===== src/rtl/rx_dll_lock_seq.sv =====
// RX DLL lock sequencer: request, timeout, settle qualification,
// retry and done/fail reporting in the clkp domain.
module rx_dll_lock_seq #(
  parameter int TMO_W      = 12,
  parameter int SETTLE_CYC = 16,
  parameter int MAX_RETRY  = 3,
  parameter int DROP_CYC   = 4
) (
  input  logic             clkp,
  input  logic             rstb_sync,
  input  logic             cal_start,
  input  logic             ms_nsl,
  input  logic [TMO_W-1:0] tmo_cfg,
  output logic             ms_rx_dll_lock_req,
  output logic             sl_rx_dll_lock_req,
  input  logic             ms_rx_dll_lock,
  input  logic             sl_rx_dll_lock,
  output logic             cal_done,
  output logic             cal_fail,
  output logic             lock_lost,
  output logic [2:0]       retry_cnt
);

  localparam int SW = $clog2(SETTLE_CYC + 1);
  localparam int DW = $clog2(DROP_CYC + 1);

  localparam logic [SW-1:0] SET_MAX = SW'(SETTLE_CYC);
  localparam logic [DW-1:0] DRP_END = DW'(DROP_CYC - 1);
  localparam logic [2:0]    RTY_MAX = 3'(MAX_RETRY);

  typedef enum logic [2:0] {
    S_IDLE,
    S_REQ,
    S_WAIT,
    S_SETTLE,
    S_DONE,
    S_DROP,
    S_FAIL
  } state_e;

  state_e           state_q, state_d;
  logic [TMO_W-1:0] tmo_q, tmo_d;
  logic [SW-1:0]    set_q, set_d;
  logic [DW-1:0]    drp_q, drp_d;
  logic [2:0]       rty_q, rty_d;
  logic             side_q, side_d;
  logic             fd_q, fd_d;
  logic             ms_q, ms_d;
  logic             sl_q, sl_d;
  logic             done_q, done_d;
  logic             fail_q, fail_d;
  logic             lost_q, lost_d;

  logic             lock;
  logic             req_d;
  logic [SW-1:0]    set_inc;
  logic             tmo_hit;

  assign lock = side_q ? ms_rx_dll_lock
                       : sl_rx_dll_lock;

  assign set_inc = (set_q == SET_MAX) ? set_q
                 : set_q + SW'(1);

  assign tmo_hit = (tmo_cfg != '0) &&
                   (tmo_q == tmo_cfg - TMO_W'(1));

  always_comb begin
    state_d = state_q;
    tmo_d   = tmo_q;
    set_d   = set_q;
    drp_d   = drp_q;
    rty_d   = rty_q;
    side_d  = side_q;
    fd_d    = fd_q;
    done_d  = done_q;
    fail_d  = fail_q;
    lost_d  = 1'b0;
    if (!cal_start) begin
      state_d = S_IDLE;
      rty_d   = '0;
      done_d  = 1'b0;
      fail_d  = 1'b0;
      fd_d    = 1'b0;
    end else begin
      unique case (state_q)
        S_IDLE: begin
          state_d = S_REQ;
          side_d  = ms_nsl;
          rty_d   = '0;
          done_d  = 1'b0;
          fail_d  = 1'b0;
          fd_d    = 1'b0;
        end
        S_REQ: begin
          tmo_d   = '0;
          state_d = S_WAIT;
        end
        S_WAIT: begin
          if (tmo_q != '1) tmo_d = tmo_q + TMO_W'(1);
          // Lock beats a coincident timeout.
          if (lock) begin
            set_d = SW'(1);
            if (SETTLE_CYC == 1) begin
              state_d = S_DONE;
              done_d  = 1'b1;
            end else begin
              state_d = S_SETTLE;
            end
          end else if (tmo_hit) begin
            state_d = S_DROP;
            drp_d   = '0;
            fd_d    = 1'b0;
          end
        end
        S_SETTLE: begin
          if (lock) begin
            set_d = set_inc;
            if (set_inc == SET_MAX) begin
              state_d = S_DONE;
              done_d  = 1'b1;
            end
          end else begin
            state_d = S_DROP;
            drp_d   = '0;
            fd_d    = 1'b0;
          end
        end
        S_DONE: begin
          if (!lock) begin
            state_d = S_DROP;
            drp_d   = '0;
            fd_d    = 1'b1;
            done_d  = 1'b0;
            lost_d  = 1'b1;
            rty_d   = '0;
          end
        end
        S_DROP: begin
          if (drp_q < DRP_END) begin
            drp_d = drp_q + DW'(1);
          end else if (!lock) begin
            if (fd_q || rty_q < RTY_MAX) begin
              if (!fd_q && rty_q != 3'd7)
                rty_d = rty_q + 3'd1;
              fd_d    = 1'b0;
              state_d = S_REQ;
            end else begin
              state_d = S_FAIL;
              fail_d  = 1'b1;
            end
          end
        end
        S_FAIL: begin
          state_d = S_FAIL;
        end
        default: begin
          state_d = S_IDLE;
        end
      endcase
    end
    req_d = (state_d == S_WAIT)   ||
            (state_d == S_SETTLE) ||
            (state_d == S_DONE);
    ms_d  = req_d &  side_d;
    sl_d  = req_d & ~side_d;
  end

  always_ff @(posedge clkp or negedge rstb_sync) begin
    if (!rstb_sync) begin
      state_q <= S_IDLE;
      tmo_q   <= '0;
      set_q   <= '0;
      drp_q   <= '0;
      rty_q   <= '0;
      side_q  <= 1'b0;
      fd_q    <= 1'b0;
      ms_q    <= 1'b0;
      sl_q    <= 1'b0;
      done_q  <= 1'b0;
      fail_q  <= 1'b0;
      lost_q  <= 1'b0;
    end else begin
      state_q <= state_d;
      tmo_q   <= tmo_d;
      set_q   <= set_d;
      drp_q   <= drp_d;
      rty_q   <= rty_d;
      side_q  <= side_d;
      fd_q    <= fd_d;
      ms_q    <= ms_d;
      sl_q    <= sl_d;
      done_q  <= done_d;
      fail_q  <= fail_d;
      lost_q  <= lost_d;
    end
  end

  assign ms_rx_dll_lock_req = ms_q;
  assign sl_rx_dll_lock_req = sl_q;
  assign cal_done           = done_q;
  assign cal_fail           = fail_q;
  assign lock_lost          = lost_q;
  assign retry_cnt          = rty_q;

endmodule

===== config.mk =====
export PLATFORM = sky130hd
export DESIGN_NAME = rx_dll_lock_seq
export DESIGN_NICKNAME = d
export VERILOG_FILES = /design/src/rtl/rx_dll_lock_seq.sv
export SDC_FILE = /design/constraint.sdc
export NUM_CORES = 1
export LEC_CHECK = 0
export CORE_MARGIN = 3
export CORE_UTILIZATION = 45
export DETAILED_ROUTE_END_ITERATION = 12
export PLACE_DENSITY_LB_ADDON = 0.1
export SLEW_MARGIN = 5
export SYNTH_ARGS = -nofsm -noshare
export SYNTH_HDL_FRONTEND = slang
export SYNTH_SLANG_ARGS = --single-unit

===== constraint.sdc =====
create_clock -name clkp -period 2.35 [get_ports clkp]
set_input_delay 0.47 -clock clkp [delete_from_list [all_inputs] [get_ports clkp]]
set_output_delay 0.47 -clock clkp [all_outputs]
set_load 0.01 [all_outputs]

==> After elaboration in Yosys (flattened, before gate mapping) <==
Index checks and enable logic that the tools add are counted.
{ "word_totals": {"elab_cells": 128, "regBits": 33, "out_inout_bits": 8, "in_bits": 18} }
{ "op_classes": {"bitwise_logic": 3, "magnitude_cmp": 2, "reduce_logical": 19, "n_mux": 51, "addsub": 5, "eq_ne": 36} }
{ "ops": {"columns": ["cell", "count"], "rows": [
  ["2-to-1 mux 3 bit", 18],
  ["!= test 3 bit (second input constant)", 12],
  ["one-hot mux 12 bit (2 select lines)", 1],
  ["2-to-1 mux 1 bit", 21],
  ["one-hot mux 3 bit (7 select lines)", 1],
  ["one-hot mux 3 bit (3 select lines)", 2],
  ["2-to-1 mux 5 bit", 3],
  ["!= test 2 bit (second input constant)", 7],
  ["adder 12 x 1 -> 12 bit (second input constant)", 1],
  ["== test 12 bit", 1],
  ["== test 3 x 2 -> 1 bit (second input constant)", 4],
  ["== test 3 bit (second input constant)", 4],
  ["2-to-1 mux 12 bit", 1],
  ["!= test 12 bit (second input constant)", 1],
  ["AND reduction 4 bit", 3],
  ["AND reduction 6 bit", 2],
  ["nonzero test 12 bit", 1],
  ["subtractor 12 x 1 -> 12 bit (second input constant)", 1],
  ["== test 5 bit (second input constant)", 2],
  ["one-hot mux 5 bit (2 select lines)", 1],
  ["!= test 4 x 1 -> 1 bit (second input constant)", 2],
  ["AND reduction 8 bit", 1],
  ["adder 3 x 1 -> 3 bit (second input constant)", 2],
  ["less-than comparator 3 x 2 -> 1 bit (second input constant)", 2],
  ["other kinds (17)", 22]
]} }

==> Logic depth before layout (Yosys ltp) <==
{ "depth": {"word_depth": 11, "depth_mapped": 9, "ltp_nobuf": 9} }

==> Least setup slack after synthesis <==
No wires, ideal clock.
{ "synth_path": {"path_type": "in2reg", "startpoint": "input tmo_cfg[0]", "endpoint": "register drp_q[0]", "path_slack_ns": -0.168, "n_path_buf": 0, "arrival_ns": 2.393, "setup_ns": 0.125, "stages": 9, "required_time_ns": 2.225, "cell_sequence": "inv_1 ha_1 nor3b_2 xnor2_1 or3_1 a32oi_1 nand4_2 a211o_1 mux2_4"} }
{ "synth_between": {"elab_chain_cells": 5, "elab_cells_between_ends": 6, "classes_between": "add/sub (1); eq/ne (2); reduce/logical (3)"} }
{ "synth_lines": {"columns": ["item", "line_no", "text"], "rows": [
  ["start, declared", "13", "input logic [TMO_W-1:0] tmo_cfg,"],
  ["subtractor 12 x 1 -> 12 bit", "66", "(tmo_q == tmo_cfg - TMO_W'(1));"],
  ["== test 12 bit", "66", null],
  ["logical AND 1 bit *", "65", "assign tmo_hit = (tmo_cfg != '0) &&"],
  ["!= test 2 bit (no source line) *", null, null],
  ["AND reduction 6 bit (no source line) *", null, null],
  ["end signal, assigned", "187", "drp_q <= drp_d;"],
  ["end, declared", "44", "logic [DW-1:0] drp_q, drp_d;"]
]} }
Every way passes the cells marked *; elsewhere a longest branch is shown, timed or not.
A chain may end at the register's enable or synchronous reset.

==> Final worst setup path <==
{ "layout_path": {"startpoint": "register set_q[0]", "endpoint": "register sl_q, in the netlist sl_rx_dll_lock_req"} }
{ "layout_between": {"elab_chain_cells": 11, "elab_cells_between_ends": 14, "classes_between": "add/sub (1); eq/ne (5); mux (5); bitwise (1); reduce/logical (2)"} }
{ "layout_lines": {"columns": ["item", "line_no", "text"], "rows": [
  ["start, declared", "43", "logic [SW-1:0] set_q, set_d;"],
  ["start signal, assigned", "186", "set_q <= set_d;"],
  ["adder 5 x 1 -> 5 bit or == test 5 bit (tied branches)", "63, 62", null],
  ["2-to-1 mux 5 bit *", "62", "assign set_inc = (set_q == SET_MAX) ? set_q"],
  ["== test 5 bit *", "119", "if (set_inc == SET_MAX) begin"],
  ["2-to-1 mux 3 bit *", "119", null],
  ["2-to-1 mux 3 bit *", "117", "if (lock) begin"],
  ["one-hot mux 3 bit (7 select lines) *", "86", "unique case (state_q)"],
  ["2-to-1 mux 3 bit *", "79", "if (!cal_start) begin"],
  ["== test 3 x 2 -> 1 bit (on tied branches)", "162, 163", null],
  ["logical OR 1 bit", "162", "req_d = (state_d == S_WAIT) ||"],
  ["logical OR 1 bit *", "163", "(state_d == S_SETTLE) ||"],
  ["AND 1 bit *", "166", "sl_d = req_d & ~side_d;"],
  ["named net sl_d", "49", "logic sl_q, sl_d;"],
  ["end signal, assigned", "192", "sl_q <= sl_d;"],
  ["end, declared", "49", null]
]} }
Mark *: on every way through the listed nets, which the timed path passes. The rest lies on a longest branch.

==> metrics.md <==
| Metric | Value |
|---|---|
| Final GP Congestion | `0.8509` |
| Grt total ovfl | `0` |
| Root buffer cell | `clkbuf_8` |
| Synth Area per Inst | `8.538 sq um` |
| Worst IR Drop VDD | `0.0003853 V` |
| Most frequent cells in the layout | `buf_4, nor2_1, dfrtp_1` |
| Pre-CTS WS | `-664.3 ps` |
| CP Max Fanout | `3` |
| Leakage | `1.411 nW` |
| Synth Warn # | `0` |
| Final WS setup | `-1.866 ps` |
| DR vias/cell | `5.393` |
| Status | `finished with violations` |
| Post-Route WL | `6073 um` |
| Synth Flop Type | `dfrtp_1` |
| H-tree levels | `2` |
| Row count | `25` |
| Wire per inst | `14.56 um` |
| #FFs+latches synth | `33` |
| Synthesized Nets | `298` |
| Cell Chain, Critical Path | `inv_2, ha_2, and4bb_1, o22ai_1, or3_4, buf_4, a31oi_4, buf_6, nand3_2, a311oi_2` |
| Initial antenna violation count | `0` |
| Initial Utilization | `0.4790` |
| Seq/Total Area, Yosys | `0.3556` |
| Initial DRC count | `107` |
| Post-route ant nets | `0` |
| Slowest Stage Delay on Critical Path | `430 ps` |
| Slew @ Worst Pin | `489.4 ps` |
| CP Launch Type | `flip-flop` |
| Clk_lat worst skew | `290 ps` |
| Diode count | `0` |
| Final #Nets | `375` |
| Yosys cell types | `54` |
| Post-CTS Hold Fix Bufs | `0` |
| EDFF count, synth | `0` |
| Max cap viols | `0` |
| Vias in the first global route | `2,244` |
| Slowest cell on crit path | `or3_4` |
| Min cycle time layout | `2352 ps` |
| Cell Pwr Density | `718.8 nW/um^2` |
| First-pass GRT wire length | `10,540 um` |
| Min-delay worst type | `reg2reg` |
| Hold depth | `2` |
| Final setup violation count | `1` |
| Layout cells sized above 1 | `0.2943` |
| Post-Layout Cell Count | `417` |
| Reg2reg path depth | `10` |
| Die span in y | `77.84 um` |
| Clk slew on worst S/H paths | `70 ps` |
| I/O pin total | `26` |
| Worst relative slew slack | `0.6725` |
| Placed insts | `403` |
| Crit path DAT | `2540 ps` |
| Final Max Slew Viols | `0` |
| Chip width | `77.84 um` |
| Num CTS Buffers | `5` |
| RSZ-0062 raised after global routing | `yes` |
| CTS max path bufs | `2` |
| # clock sinks | `33` |
| Post-Syn Area | `2322 sq um` |
| Highest clock rate | `425.2 MHz` |
| CTS tree | `built` |
| # DRC | `0` |
| Crit. End Element | `flip-flop` |
| Area Growth Syn to Fin | `41.76%` |
| Die ar. | `6058 sq um` |
| Drt pass-1 iters | `4` |
| Failing checks | `negative setup slack` |
| Crit path kind | `reg2reg` |
| Cells after synthesis | `272` |
| CP required | `2540 ps` |
| Crit share post-route | `1.001` |
| Port Buffers | `25` |
| Pin count of the biggest net entering global routing | `34` |
| Ys async rst share | `1.000` |
| Skew final | `3.060 ps` |
| Commonest non-fill, non-tap cell in the layout | `buf_4` |
| GRT Total Usage | `0.2173` |
| Final Hold Viols | `0` |
| Core outline area | `4848 sq um` |
| Via count | `2,249` |
| DP Wirelength | `4422 um` |
## registers in the layout, indices dropped and copies added, names as in the netlist, 3 cells and up
| signal | count |
|---|---|
| state_q | 3 |
| set_q | 5 |
| tmo_q | 12 |
| drp_q | 3 |
| retry_cnt | 3 |
## per-layer routing
layer	vias to the layer above	global-route usage	part of all wire
li1	1141	-	-
met1	1057	0.2986	0.49
met2	40	0.3356	0.47
met3	11	0.04176	0.029
met4	0	0.08363	0.019
met5	-	0	0
## power by group
group          internal (W)  switching (W)
Combinational      0.000601       0.000620
Clock              0.000205       0.000219
Sequential         0.000644      0.0000761
## kinds of logic (layout without fill, tap and decap cells)
kind of cell | Yosys count | after routing | synth area share
adders and majority gates | 8 | 8 | 0.04311
DFF | 33 | 33 | 0.3556
AOI/OAI and AO/OA | 63 | 63 | 0.1821
and+or+nand+nor | 117 | 117 | 0.2629
muxes | 9 | 9 | 0.04310
buffers and inverters | 21 | 99 | 0.03395
xor gates and xnor gates | 21 | 21 | 0.07920
## metrics by stage
step / total power, W / setup TNS, ps / area [sq um] / hold slack, ps / util
after floorplan: 0.001301 / -72.28 / 2328 / 174.4 / -
after global placement: 0.001766 / -4422 / 2993 / 501.3 / 0.6173
after detailed placement: 0.001780 / -5007 / 2993 / 511.1 / 0.6173
after CTS: 0.002273 / 0 / 3182 / 524.9 / 0.6563
after global routing: 0.002543 / -127.3 / 3292 / 561.9 / 0.6790
final: 0.002366 / -1.866 / 3292 / 523.9 / 0.6790
## cells in the mapped netlist, drive strengths merged, types with 5 or more instances
cell type / count / share of area
nor3: 7 / 0.015
mux2: 5 / 0.026
nor2: 34 / 0.055
dfrtp: 33 / 0.36
ha: 8 / 0.043
xnor2: 13 / 0.049
o21ai: 19 / 0.041
nand2: 23 / 0.037
a21oi: 9 / 0.019
xor2: 8 / 0.030
inv: 11 / 0.018
nand4: 7 / 0.022
a31oi: 5 / 0.013
nand3: 13 / 0.028
clkbuf: 10 / 0.016
## area by class of cell
| type | count | area (sq um) |
|---|---|---|
| Tap cell | 67 | 83.83 |
| Sequential cell | 33 | 825.8 |
| Timing Repair Buffer | 80 | 666.9 |
| Inverter | 11 | 41.29 |
| Multi-Input combinational cell | 218 | 1592 |
| Clock inverter | 2 | 10.01 |
| Clock buffer | 6 | 72.57 |
| Fill cell | 407 | 1556 |
## worst paths after layout
path | end | slack [ps] | start
setup reg to reg | sl_rx_dll_lock_req | -2 | set_q[0]
hold / removal | drp_q[2] | 520 | drp_q[2]
min in group asynchronous | tmo_q[5] | 580 | rstb_sync
setup / recovery | sl_rx_dll_lock_req | -2 | set_q[0]
hold reg to reg | drp_q[2] | 520 | drp_q[2]
max in group asynchronous | fd_q | 1470 | rstb_sync
## worst max-delay path: cells and delay by family, from the launching register on
kind	cells	cell delay [ps]
DFF	1	410
adders and majority gates	1	180
AOI/OAI and AO/OA	3	550
buffers and inverters	3	360
and+or+nand+nor	3	740
## what timing repair did
action                                  CTS  global route
cloned                                    0             0
hold endpoints to repair                  0             0
endpoints found under the setup margin    9             6
buffers inserted                          5             2
gates resized for setup                  41            22
pin swaps                                16            13
No activity file was read; power rests on OpenSTA's default activity.
